<file path="src/rtl/mem_pkg.sv">
// Shared types and constants for the memory access unit: FSM states,
// default bus timeout and the width of the BUSY cycle counter.
package mem_pkg;

  typedef enum logic [1:0] {
    IDLE = 2'd0,
    BUSY = 2'd1,
    DONE = 2'd2
  } memState_t;

  localparam int TIMEOUT_DEF = 16;
  localparam int CNT_W       = 8;   // wide enough for TIMEOUT up to 255

endpackage

</file>
<file path="src/rtl/mem_req_fsm.sv">
// Bus request sequencer: IDLE -> BUSY -> DONE with a BUSY-cycle timeout.
// Owns the bus-side registers, the captured read data and the error pulses.
module mem_req_fsm import mem_pkg::*; #(
  parameter int TIMEOUT = TIMEOUT_DEF
) (
  input  logic        clk,
  input  logic        rst_n,
  input  logic        access,
  input  logic        isWrite,
  input  logic        misaligned,
  input  logic [31:0] addr,
  input  logic [31:0] wdata,
  input  logic        mem_ack,
  input  logic [31:0] mem_rdata,
  output memState_t   state,
  output logic        stall,
  output logic        memReq,
  output logic        memWe,
  output logic [31:0] memAddr,
  output logic [31:0] memWdata,
  output logic        busErr,
  output logic        misalignErr,
  output logic [31:0] rdataCap
);

  memState_t        nextState;
  logic [CNT_W-1:0] cnt;
  logic             timeoutHit;

  always_ff @(posedge clk or negedge rst_n) begin
    if (!rst_n) state <= IDLE;
    else        state <= nextState;
  end

  always_comb begin
    nextState  = state;
    stall      = 1'b0;
    timeoutHit = 1'b0;
    case (state)
      IDLE: if (access) begin
        stall     = 1'b1;
        nextState = misaligned ? DONE : BUSY;
      end
      BUSY: begin
        stall = 1'b1;
        // an ack on the final allowed cycle still wins over the timeout
        if (mem_ack) nextState = DONE;
        else if (cnt == CNT_W'(TIMEOUT - 1)) begin
          nextState  = DONE;
          timeoutHit = 1'b1;
        end
      end
      DONE:    nextState = IDLE;
      default: nextState = IDLE;
    endcase
  end

  always_ff @(posedge clk or negedge rst_n) begin
    if (!rst_n) begin
      cnt         <= '0;
      memReq      <= 1'b0;
      memWe       <= 1'b0;
      memAddr     <= '0;
      memWdata    <= '0;
      busErr      <= 1'b0;
      misalignErr <= 1'b0;
      rdataCap    <= '0;
    end else begin
      busErr      <= 1'b0;
      misalignErr <= 1'b0;
      case (state)
        IDLE: if (access) begin
          cnt      <= '0;
          rdataCap <= '0;
          if (misaligned) misalignErr <= 1'b1;
          else begin
            memReq   <= 1'b1;
            memWe    <= isWrite;
            memAddr  <= addr;
            memWdata <= wdata;
          end
        end
        BUSY: if (nextState == DONE) begin
          memReq   <= 1'b0;
          memWe    <= 1'b0;
          busErr   <= timeoutHit;
          rdataCap <= mem_ack ? mem_rdata : '0;
        end else begin
          cnt <= cnt + 1'b1;
        end
        default: ;
      endcase
    end
  end

endmodule

</file>
<file path="src/rtl/mem_access_unit.sv">
// MEM stage bus access unit with MEM/WB pipeline registers.
// Optional MEM_ALIGN_CHECK_EN: word-misaligned accesses skip the bus and flag misalign_err.
module mem_access_unit import mem_pkg::*; #(
  parameter int TIMEOUT = TIMEOUT_DEF
) (
  input  logic        clk,
  input  logic        rst_n,
  input  logic        MemReadM,
  input  logic        MemWriteM,
  input  logic        MemtoRegM,
  input  logic        RegWriteM,
  input  logic [31:0] ALUResultAddrM,
  input  logic [31:0] DataWriteInM,
  input  logic [4:0]  RegisterDstM,
  output logic        mem_req,
  output logic        mem_we,
  output logic [31:0] mem_addr,
  output logic [31:0] mem_wdata,
  input  logic        mem_ack,
  input  logic [31:0] mem_rdata,
  output logic        stall_M,
  output logic        RegWriteW,
  output logic        MemtoRegW,
  output logic [31:0] ReadDataW,
  output logic [31:0] ALUResultW,
  output logic [4:0]  RegisterDstW,
  output logic        bus_err,
  output logic        misalign_err
);

  logic        access;
  logic        misaligned;
  logic        fsmStall;
  logic [31:0] rdataCap;
  memState_t   state;

  assign access = MemReadM | MemWriteM;

`ifdef MEM_ALIGN_CHECK_EN
  assign misaligned = |ALUResultAddrM[1:0];
`else
  assign misaligned = 1'b0;
`endif

  mem_req_fsm #(.TIMEOUT(TIMEOUT)) uFsm (
    .clk        (clk),
    .rst_n      (rst_n),
    .access     (access),
    .isWrite    (MemWriteM),
    .misaligned (misaligned),
    .addr       (ALUResultAddrM),
    .wdata      (DataWriteInM),
    .mem_ack    (mem_ack),
    .mem_rdata  (mem_rdata),
    .state      (state),
    .stall      (fsmStall),
    .memReq     (mem_req),
    .memWe      (mem_we),
    .memAddr    (mem_addr),
    .memWdata   (mem_wdata),
    .busErr     (bus_err),
    .misalignErr(misalign_err),
    .rdataCap   (rdataCap)
  );

  // stall is combinational from the inputs, so gate it to read 0 while in reset
  assign stall_M = rst_n & fsmStall;

  always_ff @(posedge clk or negedge rst_n) begin
    if (!rst_n) begin
      RegWriteW    <= 1'b0;
      MemtoRegW    <= 1'b0;
      ReadDataW    <= '0;
      ALUResultW   <= '0;
      RegisterDstW <= '0;
    end else if (stall_M) begin
      // bubble: the held instruction must not write back more than once
      RegWriteW <= 1'b0;
      MemtoRegW <= 1'b0;
    end else if (state == DONE) begin
      RegWriteW    <= RegWriteM & ~(bus_err | misalign_err);
      MemtoRegW    <= MemtoRegM;
      ReadDataW    <= rdataCap;
      ALUResultW   <= ALUResultAddrM;
      RegisterDstW <= RegisterDstM;
    end else begin
      RegWriteW    <= RegWriteM;
      MemtoRegW    <= MemtoRegM;
      ReadDataW    <= '0;
      ALUResultW   <= ALUResultAddrM;
      RegisterDstW <= RegisterDstM;
    end
  end

endmodule
</file>
<file path="config.mk">
export PLATFORM = sky130hd
export DESIGN_NAME = mem_access_unit
export DESIGN_NICKNAME = d
export VERILOG_FILES = /design/src/rtl/mem_pkg.sv /design/src/rtl/mem_req_fsm.sv /design/src/rtl/mem_access_unit.sv
export SDC_FILE = /design/constraint.sdc
export NUM_CORES = 1
export LEC_CHECK = 0
export BUFFER_PORTS_ARGS = -buffer_cell sky130_fd_sc_hd__buf_2
export CAP_MARGIN = 40
export CORE_UTILIZATION = 45
export DETAILED_ROUTE_END_ITERATION = 7
export PLACE_DENSITY = 0.71
export SYNTH_ARGS = -nofsm -noshare
export SYNTH_HDL_FRONTEND = slang
export SYNTH_SLANG_ARGS = --single-unit
export TNS_END_PERCENT = 100
</file>
<file path="constraint.sdc">
create_clock -name clk -period 2.51 [get_ports clk]
set_clock_uncertainty 0.15 [all_clocks]
set_input_delay 0.251 -clock clk [delete_from_list [all_inputs] [get_ports clk]]
set_output_delay 0.251 -clock clk [all_outputs]
set_load 0.02 [all_outputs]
</file>
==> insert_results.sql, run 1 <==
INSERT INTO impl_metrics (metric_group, metric, value, unit) VALUES
('grt', 'grt_antenna_before_repair', '0', ''),
('drt', 'post_drt_wl_per_cell', '16.1', 'um'),
('setup_path', 'timing.critical_path.arrival', '1960', 'ps'),
('drt', 'drtPass1Iterations', '4', ''),
('die', 'die_width', '125', 'um'),
('grt', 'global_route_wire_length_before_repair', '29600', 'um'),
('setup_path', 'critPathKind', 'reg2out', ''),
('timing', 'hold_violations', '0', ''),
('die', 'row_count', '44', ''),
('grt', 'globalRouteOverflowTotal', '0', ''),
('synthesis', 'synthesized_area', '6760', 'sq um'),
('run', 'drv.max_cap_violation_count', '0', ''),
('grt', 'number_of_global_route_vias_before_repair', '5930', ''),
('power', 'pwr_density_cell', '1140', 'nW/um^2'),
('synthesis', 'ys_seq_elements', '180', ''),
('timing', 'unrepaired_setup_endpoints_after_global_routing', 'no', ''),
('place', 'half_perimeter_wire_length_of_the_detailed_placement_result', '10900', 'um'),
('die', 'die_height', '125', 'um'),
('synthesis', 'synth.yosys.seq_area_share', '66.6', '%'),
('final_layout', 'fraction_of_final_layout_cells_with_drive_strength_greater_than_1', '35.6', '%'),
('timing', 'fin_crit_sh', '93.9', '%'),
('drt', 'drt_iter0_markers', '319', ''),
('setup_path', 'worst_setup_path_end_kind', 'primary output', ''),
('drt', 'detail_route.drc_violations', '0', ''),
('timing', 'worst_hold_slack', '92.0', 'ps'),
('synthesis', 'yosys_warnings', '0', ''),
('drt', 'detail_route.vias_per_cell', '5.13', ''),
('setup_path', 'crit_fanout', '57', ''),
('place', 'buffers_on_ports', '246', ''),
('setup_path', 'worst_setup_path_start_kind', 'flip-flop', ''),
('timing', 'maxClockFrequency', '0.424', 'GHz'),
('timing', 'finalSetupTns', '0', 'ps'),
('timing', 'setup_viol', '0', ''),
('timing', 'slew-limit-headroom', '36.5', '%'),
('synthesis', 'synth_fp_nets', '682', ''),
('drt', 'antenna_violating_nets_post_route', '0', ''),
('final_layout', 'n_antenna_cell', '0', ''),
('drt', 'total_detailed_routing_wirelength', '17900', 'um'),
('die', 'coreArea', '14600', 'sq um'),
('place', 'routabilityCongestion', '0.788', ''),
('die', 'design.die.area', '15500', 'sq um'),
('cts', 'cts-buffers-inserted', '17', ''),
('cts', 'worst_setup_hold_path_clk_slew', '60', 'ps'),
('grt', 'maximum_number_of_pins_on_one_net_before_global_route_repair', '181', ''),
('power', 'leakagePower', '5.18', 'nW'),
('final_layout', 'area_growth_synth_to_finish', '45.6', '%'),
('synthesis', 'synthesis.instances', '573', ''),
('die', 'ios', '248', ''),
('setup_path', 'critPathRequiredTime', '2110', 'ps'),
('cts', 'post-cts-setup-buffer-count', '0', ''),
('timing', 'final_period_minus_worst_setup_slack', '2360', 'ps'),
('cts', 'clock_sinks', '180', ''),
('final_layout', 'commonest_non_fill_non_tap_cell_in_the_layout', 'sky130_fd_sc_hd__buf_2', ''),
('cts', 'htree_num_levels', '4', ''),
('die', 'start_util', '46.3', '%'),
('cts', 'cts_root_buf', 'sky130_fd_sc_hd__clkbuf_16', ''),
('timing', 'worst-slew-pin-transition', '953', 'ps'),
('outcome', 'status', 'complete, no violations', ''),
('cts', 'clock_path_buffers', '2', ''),
('hold_path', 'worstHoldPathType', 'in2reg', ''),
('final_layout', 'mostFrequentLayoutCells', 'sky130_fd_sc_hd__buf_2 (245), sky130_fd_sc_hd__nand2_1 (201), sky130_fd_sc_hd__dfrtp_1 (180)', ''),
('cts', 'tritoncts', 'done', ''),
('final_layout', 'fin_nets', '1023', ''),
('drt', 'dr_total_vias', '5701', ''),
('cts', 'worstSkewPairLatency', '420', 'ps'),
('grt', 'globalRouteTotalUtil', '24.2', '%'),
('synthesis', 'netlist-cell-type-count', '36', ''),
('timing', 'timing.final.max_slew_violations', '0', ''),
('synthesis', 'syn-mean-instance-area', '11.8', 'sq um'),
('power', 'vdd_drop_max', '0.000570', 'V');
==> sequential cells by signal (all words and copies together), names as in the netlist, 2 cells and up <==
register       flops
ALUResultW        32
uFsm.cnt           8
uFsm.rdataCap     32
ReadDataW         32
uFsm.memWdata     32
RegisterDstW       5
uFsm.memAddr      32
uFsm.state         2
==> per-layer routing <==
| metal | part of all wire, % | GRT usage, % | wire, um |
|---|---|---|---|
| met1 | 41 | 29.6 | 7380 |
| met2 | 50 | 40.2 | 8900 |
| met3 | 4.8 | 4.55 | 859 |
| met4 | 4.2 | 13.8 | 752 |
| met5 | 0 | 0 | 0 |
==> cells by family after synthesis <==
family / share of synthesized area, %
AO/OA/AOI/OAI: 9.49
AND/OR/NAND/NOR: 14.3
flip-flops: 66.6
XOR/XNOR: 0.389
buffers and inverters: 2.78
other: 0.0555
multiplexers: 6.16
adder cells (fa/ha/maj): 0.185
==> worst max-delay path, stage by stage, from the launching register on <==
cell	delay, ps
sky130_fd_sc_hd__dfrtp_1	540
sky130_fd_sc_hd__nor3_1	130
sky130_fd_sc_hd__nor3b_2	300
sky130_fd_sc_hd__buf_12	310
sky130_fd_sc_hd__buf_2	230
==> path summary, 6_finish.rpt <==
kind | from | end | slack [ps] | cells after the start
min | mem_ack | uFsm.memWe | 90 | 3
max in group asynchronous | rst_n | ALUResultW[11] | 1040 | 3
max reg2reg | uFsm.cnt[5] | uFsm.rdataCap[25] | 500 | 5
max | uFsm.state[0] | stall_M | 150 | 4
min in group asynchronous | rst_n | uFsm.cnt[2] | 470 | 3
min reg2reg | uFsm.memWdata[27] | uFsm.memWdata[27] | 320 | 2
==> Yosys cell counts <==
library cell,n,area share (%)
sky130_fd_sc_hd__o31ai_1,1,0.11
sky130_fd_sc_hd__clkbuf_1,20,1.1
sky130_fd_sc_hd__or3_1,1,0.093
sky130_fd_sc_hd__buf_2,12,0.89
sky130_fd_sc_hd__nor3_1,3,0.22
sky130_fd_sc_hd__inv_1,2,0.11
sky130_fd_sc_hd__a21oi_2,1,0.13
sky130_fd_sc_hd__nor3_2,1,0.15
sky130_fd_sc_hd__xor2_1,1,0.13
sky130_fd_sc_hd__o21ai_0,6,0.44
sky130_fd_sc_hd__buf_1,1,0.055
sky130_fd_sc_hd__or4_1,1,0.11
sky130_fd_sc_hd__and2_1,2,0.19
sky130_fd_sc_hd__nand2b_1,3,0.28
sky130_fd_sc_hd__conb_1,1,0.055
sky130_fd_sc_hd__nor2_1,7,0.39
sky130_fd_sc_hd__nor2b_1,3,0.28
sky130_fd_sc_hd__mux2_2,37,6.2
sky130_fd_sc_hd__nand3_1,5,0.37
sky130_fd_sc_hd__dfrtp_1,180,67
sky130_fd_sc_hd__nand4b_1,1,0.13
sky130_fd_sc_hd__nor4_1,2,0.19
sky130_fd_sc_hd__a22o_1,64,8.3
sky130_fd_sc_hd__nor4bb_1,1,0.15
sky130_fd_sc_hd__buf_4,1,0.11
sky130_fd_sc_hd__and4_1,1,0.13
sky130_fd_sc_hd__ha_1,1,0.19
sky130_fd_sc_hd__buf_6,3,0.50
sky130_fd_sc_hd__or4_4,1,0.17
sky130_fd_sc_hd__nor3b_1,2,0.22
sky130_fd_sc_hd__a31oi_1,1,0.093
sky130_fd_sc_hd__o21bai_4,1,0.28
sky130_fd_sc_hd__and3_1,1,0.093
sky130_fd_sc_hd__a21oi_1,2,0.15
sky130_fd_sc_hd__nand2_1,201,11
sky130_fd_sc_hd__xnor2_1,2,0.26
==> layout make-up <==
type                       instances  area (sq um)
fill                            1059          4750
sequential                       180          4500
timing repair buffer             359          2380
multi-input combinational        354          2080
clock buffer                      20           457
tap                              184           230
clock inverter                    12           175
inverter                           2          7.51
==> timing repair <==
| action | 4_1_cts | 5_1_grt |
|---|---|---|
| hold buffers | 104 | 0 |
| gates resized for setup | 0 | 0 |
| hold endpoints to repair | 315 | 0 |
==> report_power, final <==
group	switching, W	total [W]	internal, W	leakage (nW)
logic	0.00250	0.00394	0.00144	2.60
registers	0.000582	0.00448	0.00389	2.28
clock network	0.00111	0.00283	0.00172	0.303
==> per-stage QoR <==
step                setup slack [ps]  instance area, sq um  total power, W  instances  util [%]
floorplan                        691                  6760         0.00691        573         -
detailed placement               520                  8170         0.00829        975      56.0
finish                           154                  9840          0.0112       1111      67.5
global placement                 567                  8170         0.00815        975      56.0
global route                    11.4                  9840          0.0119       1111      67.5
CTS                              134                  9840          0.0113       1111      67.5
Power figures use the tool's default switching activity.
==> run 2: changes to the inputs <==
--- a/config.mk
+++ b/config.mk
@@ -7,9 +7,11 @@
 export LEC_CHECK = 0
 export BUFFER_PORTS_ARGS = -buffer_cell sky130_fd_sc_hd__buf_2
 export CAP_MARGIN = 40
+export CORE_MARGIN = 2
 export CORE_UTILIZATION = 45
 export DETAILED_ROUTE_END_ITERATION = 7
 export PLACE_DENSITY = 0.71
+export SETUP_SLACK_MARGIN = 0.4
 export SYNTH_ARGS = -nofsm -noshare
 export SYNTH_HDL_FRONTEND = slang
 export SYNTH_SLANG_ARGS = --single-unit
==> run 2 against run 1 <==
- clock power about the same
- power is 1.3% higher
- global-route usage down 0.53 points
- sequential power about the same
- maximum frequency is 15% higher
- routed wire length rose by 4.7%
- sequential cell count unchanged
- register-to-register slack got worse by 50 ps
- critical path depth grew 1
- non-clock buffer count rose by 7
- utilization rose by 0.78 points
==> insert_results.sql, run 2 (synthesized netlist as in run 1, its figures left out) <==
INSERT INTO impl_metrics (metric_group, metric, value, unit) VALUES
('outcome', 'status', 'complete, no violations', ''),
('cts', 'htree_num_levels', '4', ''),
('drt', 'post_drt_wl_per_cell', '16.8', 'um'),
('place', 'half_perimeter_wire_length_of_the_detailed_placement_result', '10900', 'um'),
('grt', 'globalRouteOverflowTotal', '0', ''),
('final_layout', 'area_growth_synth_to_finish', '47.3', '%'),
('setup_path', 'critPathKind', 'reg2reg', ''),
('cts', 'cts-buffers-inserted', '17', ''),
('final_layout', 'mostFrequentLayoutCells', 'sky130_fd_sc_hd__buf_2 (245), sky130_fd_sc_hd__nand2_1 (201), sky130_fd_sc_hd__dfrtp_1 (179)', ''),
('die', 'ios', '248', ''),
('timing', 'final_period_minus_worst_setup_slack', '2060', 'ps'),
('die', 'die_height', '127', 'um'),
('cts', 'clock_path_buffers', '2', ''),
('grt', 'number_of_global_route_vias_before_repair', '5956', ''),
('power', 'leakagePower', '5.24', 'nW'),
('setup_path', 'crit_fanout', '32', ''),
('timing', 'unrepaired_setup_endpoints_after_global_routing', 'no', ''),
('setup_path', 'worst_setup_path_end_kind', 'flip-flop', ''),
('final_layout', 'multi_input_area', '2090', 'sq um'),
('place', 'routabilityCongestion', '0.767', ''),
('grt', 'global_route_wire_length_before_repair', '30000', 'um'),
('final_layout', 'n_antenna_cell', '0', ''),
('power', 'pwr_density_cell', '1140', 'nW/um^2'),
('timing', 'timing.final.max_slew_violations', '0', ''),
('grt', 'maximum_number_of_pins_on_one_net_before_global_route_repair', '181', ''),
('cts', 'cts_root_buf', 'sky130_fd_sc_hd__clkbuf_16', ''),
('setup_path', 'worstRegToRegCells', '5', ''),
('hold_path', 'whs_endpoint', 'uFsm.cnt[2]', ''),
('drt', 'total_detailed_routing_wirelength', '18700', 'um'),
('drt', 'drt_iter0_markers', '362', ''),
('final_layout', 'commonest_non_fill_non_tap_cell_in_the_layout', 'sky130_fd_sc_hd__buf_2', ''),
('final_layout', 'final_core_util', '68.2', '%'),
('cts', 'clock_sinks', '180', ''),
('cts', 'worst_setup_hold_path_clk_slew', '70', 'ps'),
('drt', 'dr_total_vias', '5683', ''),
('die', 'coreArea', '14600', 'sq um'),
('die', 'row_count', '44', ''),
('drt', 'detail_route.vias_per_cell', '5.08', ''),
('grt', 'globalRouteTotalUtil', '23.7', '%'),
('cts', 'worstSkewPairLatency', '420', 'ps'),
('setup_path', 'reg2reg_to', 'uFsm.rdataCap[21]', ''),
('setup_path', 'critPathRequiredTime', '2670', 'ps'),
('die', 'die_width', '127', 'um'),
('drt', 'antenna_violating_nets_post_route', '0', ''),
('power', 'vdd_drop_max', '0.000692', 'V'),
('grt', 'grt_antenna_before_repair', '0', ''),
('die', 'design.die.area', '16000', 'sq um'),
('final_layout', 'ff_latch_area', '4510', 'sq um'),
('setup_path', 'ff2ff_setup_slack', '450', 'ps'),
('timing', 'fin_crit_sh', '81.9', '%'),
('run', 'drv.max_cap_violation_count', '0', ''),
('timing', 'worst-slew-pin-transition', '927', 'ps'),
('timing', 'hold_violations', '0', ''),
('setup_path', 'worst_setup_path_start_kind', 'flip-flop', ''),
('place', 'buffers_on_ports', '246', ''),
('final_layout', 'fraction_of_final_layout_cells_with_drive_strength_greater_than_1', '36.3', '%'),
('hold_path', 'min_from', 'mem_ack', ''),
('timing', 'finalSetupTns', '0', 'ps'),
('timing', 'maxClockFrequency', '0.486', 'GHz'),
('timing', 'setup_viol', '0', ''),
('hold_path', 'hold_path_depth', '4', ''),
('die', 'start_util', '46.3', '%'),
('cts', 'tritoncts', 'done', ''),
('hold_path', 'worstHoldPathType', 'in2reg', ''),
('drt', 'detail_route.drc_violations', '0', ''),
('setup_path', 'regToRegStartpoint', 'uFsm.cnt[5]', ''),
('setup_path', 'timing.critical_path.arrival', '2210', 'ps'),
('drt', 'drtPass1Iterations', '4', ''),
('final_layout', 'fillers', '1029', ''),
('final_layout', 'fin_nets', '1030', ''),
('timing', 'slew-limit-headroom', '38.2', '%');
## run 2: layout make-up
class | count | share of cell area, %
clock inverter | 9 | 1.41
inverter | 2 | 0.0754
timing repair buffer | 366 | 24.8
sequential | 180 | 45.3
multi-input combinational | 354 | 21.0
tap | 184 | 2.31
clock buffer | 23 | 5.10
## run 2: per-stage QoR
step	cell area (sq um)	std cells	total power, W	hold slack, ps	setup WS (ps)
2_1_floorplan	6760	573	0.00691	-195	691
3_3_place_gp	8160	976	0.00815	291	569
3_5_place_dp	8160	976	0.00829	294	522
4_1_cts	9950	1118	0.0114	57.9	441
5_1_grt	9950	1118	0.0120	138	397
6_report	9950	1118	0.0114	96.6	453
## run 2: worst max-delay path by stage
stage	start	end	slack [ps]	cells after the start
finish	uFsm.cnt[5]	uFsm.rdataCap[21]	450	5
global route	uFsm.state[1]	uFsm.cnt[3]	400	4
CTS	uFsm.state[1]	stall_M	440	3
detailed placement	uFsm.cnt[5]	uFsm.rdataCap[31]	520	5
global placement	uFsm.cnt[5]	uFsm.rdataCap[7]	570	5
floorplan	uFsm.cnt[5]	uFsm.rdataCap[10]	690	5
## run 2: power by group
group	total (W)	leakage, nW	switching (W)	internal (W)
combinational	0.00408	2.65	0.00257	0.00151
sequential	0.00447	2.28	0.000576	0.00390
clock	0.00283	0.313	0.00110	0.00174
total	0.0114	5.24	0.00424	0.00714
## run 2: per-layer routing
metal,share of wire (%),track usage [%]
met2,51,41.1
met1,39,28.4
met4,3.7,11.0
met5,0,0
met3,5.9,4.85
## run 2: critical path, stage by stage (launching register included)
cell and delay [ps]:
sky130_fd_sc_hd__dfrtp_1 430, sky130_fd_sc_hd__or4_4 590, sky130_fd_sc_hd__o21bai_4 190, sky130_fd_sc_hd__a21oi_2 80, sky130_fd_sc_hd__buf_4 250, sky130_fd_sc_hd__a22o_1 230
## run 2: timing repair
action,CTS,global route
setup buffers,4,0
resized for setup,1,2
endpoints found under the setup margin,1,2
endpoints found under the hold margin,315,0
gates cloned,2,0
pin swaps,1,0
hold buffers,104,0
==> run 3: changes to the inputs <==
--- a/config.mk
+++ b/config.mk
@@ -5,12 +5,13 @@
 export SDC_FILE = /design/constraint.sdc
 export NUM_CORES = 1
 export LEC_CHECK = 0
+export ABC_AREA = 1
 export BUFFER_PORTS_ARGS = -buffer_cell sky130_fd_sc_hd__buf_2
 export CAP_MARGIN = 40
 export CORE_MARGIN = 2
 export CORE_UTILIZATION = 45
 export DETAILED_ROUTE_END_ITERATION = 7
-export PLACE_DENSITY = 0.71
+export PLACE_DENSITY = 0.73
 export SETUP_SLACK_MARGIN = 0.4
 export SYNTH_ARGS = -nofsm -noshare
 export SYNTH_HDL_FRONTEND = slang
==> constraint.sdc (replaced) <==
create_clock -name clk -period 1.7 [get_ports clk]
set_clock_uncertainty 0.15 [all_clocks]
set_input_delay 0.17 -clock clk [delete_from_list [all_inputs] [get_ports clk]]
set_output_delay 0.17 -clock clk [all_outputs]
set_load 0.02 [all_outputs]
==> run 3 against run 2 <==
- the flow now finishes with violations (negative setup slack)
- largest cell class unchanged
- critical endpoint is now uFsm.rdataCap[19]
- setup slack worse by 580 ps
- clock power rose by 41%
- via count increased by 29%
- highest routed layer unchanged
- sequential power up 60%
- critical path depth is 3 higher
- design area is 30% higher
- final cell count increased by 25%
- utilization increased by 13 points
- register-to-register slack got worse by 580 ps
- power rose by 99%
==> insert_results.sql, run 3 <==
INSERT INTO impl_metrics (metric_group, metric, value, unit) VALUES
('power', 'leakagePower', '6.89', 'nW'),
('grt', 'global_route_wire_length_before_repair', '31600', 'um'),
('synthesis', 'yosys_warnings', '0', ''),
('power', 'pwr_density_cell', '1750', 'nW/um^2'),
('synthesis', 'synth.largest_area_cell', 'sky130_fd_sc_hd__dfrtp_1', ''),
('timing', 'hold_violations', '0', ''),
('setup_path', 'timing.critical_path.buf_inv', '2', ''),
('synthesis', 'synth_fp_nets', '820', ''),
('cts', 'htree_num_levels', '4', ''),
('place', 'place.detailed.instances', '1156', ''),
('setup_path', 'worst_setup_path_end_kind', 'flip-flop', ''),
('timing', 'maxClockFrequency', '0.548', 'GHz'),
('timing', 'finalSetupTns', '-1540', 'ps'),
('synthesis', 'synthDominantCellAreaShare', '62.3', '%'),
('setup_path', 'cell_chain_of_the_critical_path', 'ha_4 -> nand2_4 -> nor2_4 -> nand4_4 -> buf_12 -> buf_16 -> nand4_1 -> nand2_1', ''),
('place', 'placement.cell_area', '8830', 'sq um'),
('grt', 'grt_antenna_before_repair', '0', ''),
('cts', 'clock_path_buffers', '2', ''),
('synthesis', 'synth.top_cells.by_count', 'sky130_fd_sc_hd__nand2_1 (240), sky130_fd_sc_hd__dfrtp_1 (180), sky130_fd_sc_hd__o21ai_0 (46), sky130_fd_sc_hd__nand3_1 (45), sky130_fd_sc_hd__inv_1 (38)', ''),
('drt', 'antenna_violating_nets_post_route', '0', ''),
('synthesis', 'synth.yosys.seq_area_share', '62.3', '%'),
('setup_path', 'worst_setup_path_start_kind', 'flip-flop', ''),
('timing', 'setup_viol', '31', ''),
('timing', 'timing.final.max_slew_violations', '0', ''),
('die', 'ios', '248', ''),
('final_layout', 'n_antenna_cell', '0', ''),
('drt', 'post_drt_wl_per_cell', '19.9', 'um'),
('drt', 'detail_route.vias_per_cell', '5.22', ''),
('hold_path', 'worstHoldPathType', 'in2reg', ''),
('synthesis', 'netlist-cell-type-count', '28', ''),
('place', 'routabilityCongestion', '0.809', ''),
('timing', 'final_period_minus_worst_setup_slack', '1820', 'ps'),
('setup_path', 'timing.critical_path.arrival', '1980', 'ps'),
('synthesis', 'post-synth-top-count-cell', 'sky130_fd_sc_hd__nand2_1', ''),
('timing', 'slew-limit-headroom', '55.3', '%'),
('die', 'die_width', '131', 'um'),
('die', 'start_util', '45.7', '%'),
('cts', 'clock_sinks', '180', ''),
('final_layout', 'commonest_non_fill_non_tap_cell_in_the_layout', 'sky130_fd_sc_hd__dfrtp_1', ''),
('grt', 'globalRouteTotalUtil', '23.9', '%'),
('synthesis', 'ys_dominant_reg_cell', 'sky130_fd_sc_hd__dfrtp_1', ''),
('cts', 'worstSkewPairLatency', '430', 'ps'),
('timing', 'worst_hold_slack', '76.9', 'ps'),
('final_layout', 'layout.cell_area.non_filler', '12900', 'sq um'),
('synthesis', 'synthesis.instances', '711', ''),
('synthesis', 'ys_top_cells_by_area', 'sky130_fd_sc_hd__dfrtp_1 (62%), sky130_fd_sc_hd__nand2_1 (12%), sky130_fd_sc_hd__mux2_4 (5.2%), sky130_fd_sc_hd__o21ai_0 (3.2%), sky130_fd_sc_hd__nand3_1 (3.1%)', ''),
('setup_path', 'critPathKind', 'reg2reg', ''),
('cts', 'tritoncts', 'done', ''),
('timing', 'fin_crit_sh', '107', '%'),
('setup_path', 'timing.critical_path.slowest_cell_delay', '410', 'ps'),
('final_layout', 'mostFrequentLayoutCells', 'sky130_fd_sc_hd__dfrtp_1 (179), sky130_fd_sc_hd__buf_2 (178), sky130_fd_sc_hd__nand2_1 (142)', ''),
('final_layout', 'area_growth_synth_to_finish', '78.8', '%'),
('place', 'buffers_on_ports', '246', ''),
('synthesis', 'ys_seq_elements', '180', ''),
('drt', 'drtPass1Iterations', '5', ''),
('cts', 'cts-buffers-inserted', '17', ''),
('setup_path', 'critPathRequiredTime', '1850', 'ps'),
('setup_path', 'cpMaxStageDelayCell', 'sky130_fd_sc_hd__dfrtp_1', ''),
('timing', 'worst-slew-pin-transition', '668', 'ps'),
('place', 'half_perimeter_wire_length_of_the_detailed_placement_result', '12300', 'um'),
('final_layout', 'fin_nets', '1284', ''),
('grt', 'number_of_global_route_vias_before_repair', '6438', ''),
('synthesis', 'syn-mean-instance-area', '10.2', 'sq um'),
('drt', 'total_detailed_routing_wirelength', '27900', 'um'),
('cts', 'cts_root_buf', 'sky130_fd_sc_hd__clkbuf_16', ''),
('final_layout', 'fillers', '827', ''),
('final_layout', 'final_instance_count_without_filler_cells', '1402', ''),
('die', 'design.die.area', '17100', 'sq um'),
('timing', 'unrepaired_setup_endpoints_after_global_routing', 'yes', ''),
('setup_path', 'crit_fanout', '8', ''),
('grt', 'globalRouteOverflowTotal', '0', ''),
('power', 'vdd_drop_max', '0.00102', 'V'),
('grt', 'maximum_number_of_pins_on_one_net_before_global_route_repair', '83', ''),
('drt', 'dr_total_vias', '7312', ''),
('drt', 'detail_route.drc_violations', '0', ''),
('drt', 'drt_iter0_markers', '629', ''),
('run', 'drv.max_cap_violation_count', '0', ''),
('synthesis', 'fraction_of_registers_with_async_set_reset', '100', '%'),
('die', 'coreArea', '15800', 'sq um'),
('outcome', 'status', 'finished with violations', ''),
('cts', 'worst_setup_hold_path_clk_slew', '70', 'ps'),
('die', 'die_height', '131', 'um'),
('die', 'row_count', '46', ''),
('synthesis', 'synth-edff-count', '0', ''),
('timing', 'final.setup.worst_slack', '-123', 'ps'),
('synthesis', 'synthesized_area', '7240', 'sq um'),
('final_layout', 'fraction_of_final_layout_cells_with_drive_strength_greater_than_1', '49.4', '%'),
('setup_path', 'critPathTopFamily', 'simple AND/OR/NAND/NOR gates', ''),
('outcome', 'violated_checks', 'negative setup slack', '');
-- run 3: logic make-up (layout without fill, tap and decap cells) --
logic type | count (synthesis) | in the layout | share of synthesized area [%]
compound gates | 64 | 64 | 4.43
xor+xnor | 2 | 2 | 0.242
fa+ha+maj | 1 | 1 | 0.173
buf+inv | 84 | 558 | 6.00
flops | 180 | 180 | 62.3
mux | 33 | 33 | 6.43
other cells | 1 | 1 | 0.0518
simple gates | 346 | 347 | 20.4
-- run 3: layout make-up --
cell class	instances	area, sq um	area share (%)
well taps	216	270	2.09
inverters	41	161	1.25
clock inverters	10	134	1.04
repair buffers	487	4470	34.6
flip-flops and latches	180	4510	34.8
clock buffers	20	447	3.45
multi-input cells	448	2950	22.8
-- run 3: stage by stage --
step | utilization (%) | power, W | setup WS [ps]
floorplan | - | 0.0115 | 172
global placement | 55.8 | 0.0136 | 118
detailed placement | 55.8 | 0.0138 | 79.3
CTS | 68.4 | 0.0183 | -43.9
global route | 81.7 | 0.0236 | -147
finish | 81.7 | 0.0226 | -123
-- run 3: worst paths after layout --
kind                                      to            start  slack (ps)  cells after the start
min in group asynchronous   uFsm.memAddr[27]            rst_n         280                      3
max in group asynchronous       ReadDataW[7]            rst_n         410                      4
min reg2reg                  RegisterDstW[3]  RegisterDstW[3]         330                      2
max reg2reg                uFsm.rdataCap[19]      uFsm.cnt[0]        -120                      8
min                          RegisterDstW[3]            rst_n          80                      5
max                        uFsm.rdataCap[19]      uFsm.cnt[0]        -120                      8
-- run 3: report_power, final --
group	internal (W)	switching (W)	total [W]
Clock	0.00233	0.00167	0.00400
Sequential	0.00590	0.00126	0.00716
Combinational	0.00561	0.00587	0.0115
-- run 3: what timing repair did --
action / CTS / global route
resized for setup: 45 / 327
gates cloned: 4 / 27
setup buffers: 11 / 66
pin swaps: 4 / 41
hold endpoints to repair: 317 / 15
hold buffers: 106 / 2
endpoints found under the setup margin: 223 / 476
-- run 3: tightest hold or removal path, cell delays in order --
cell                       delay, ps
sky130_fd_sc_hd__clkbuf_8        110
sky130_fd_sc_hd__nand2_4          60
sky130_fd_sc_hd__buf_4           170
sky130_fd_sc_hd__nand2_1          60
sky130_fd_sc_hd__nand2_1          40
-- run 3: metal layers --
| metal | global-route usage [%] | share of wire, % |
|---|---|---|
| met1 | 28.4 | 36 |
| met2 | 41.7 | 53 |
| met4 | 12.3 | 5.3 |
| met5 | 0 | 0 |
| met3 | 4.44 | 5.7 |
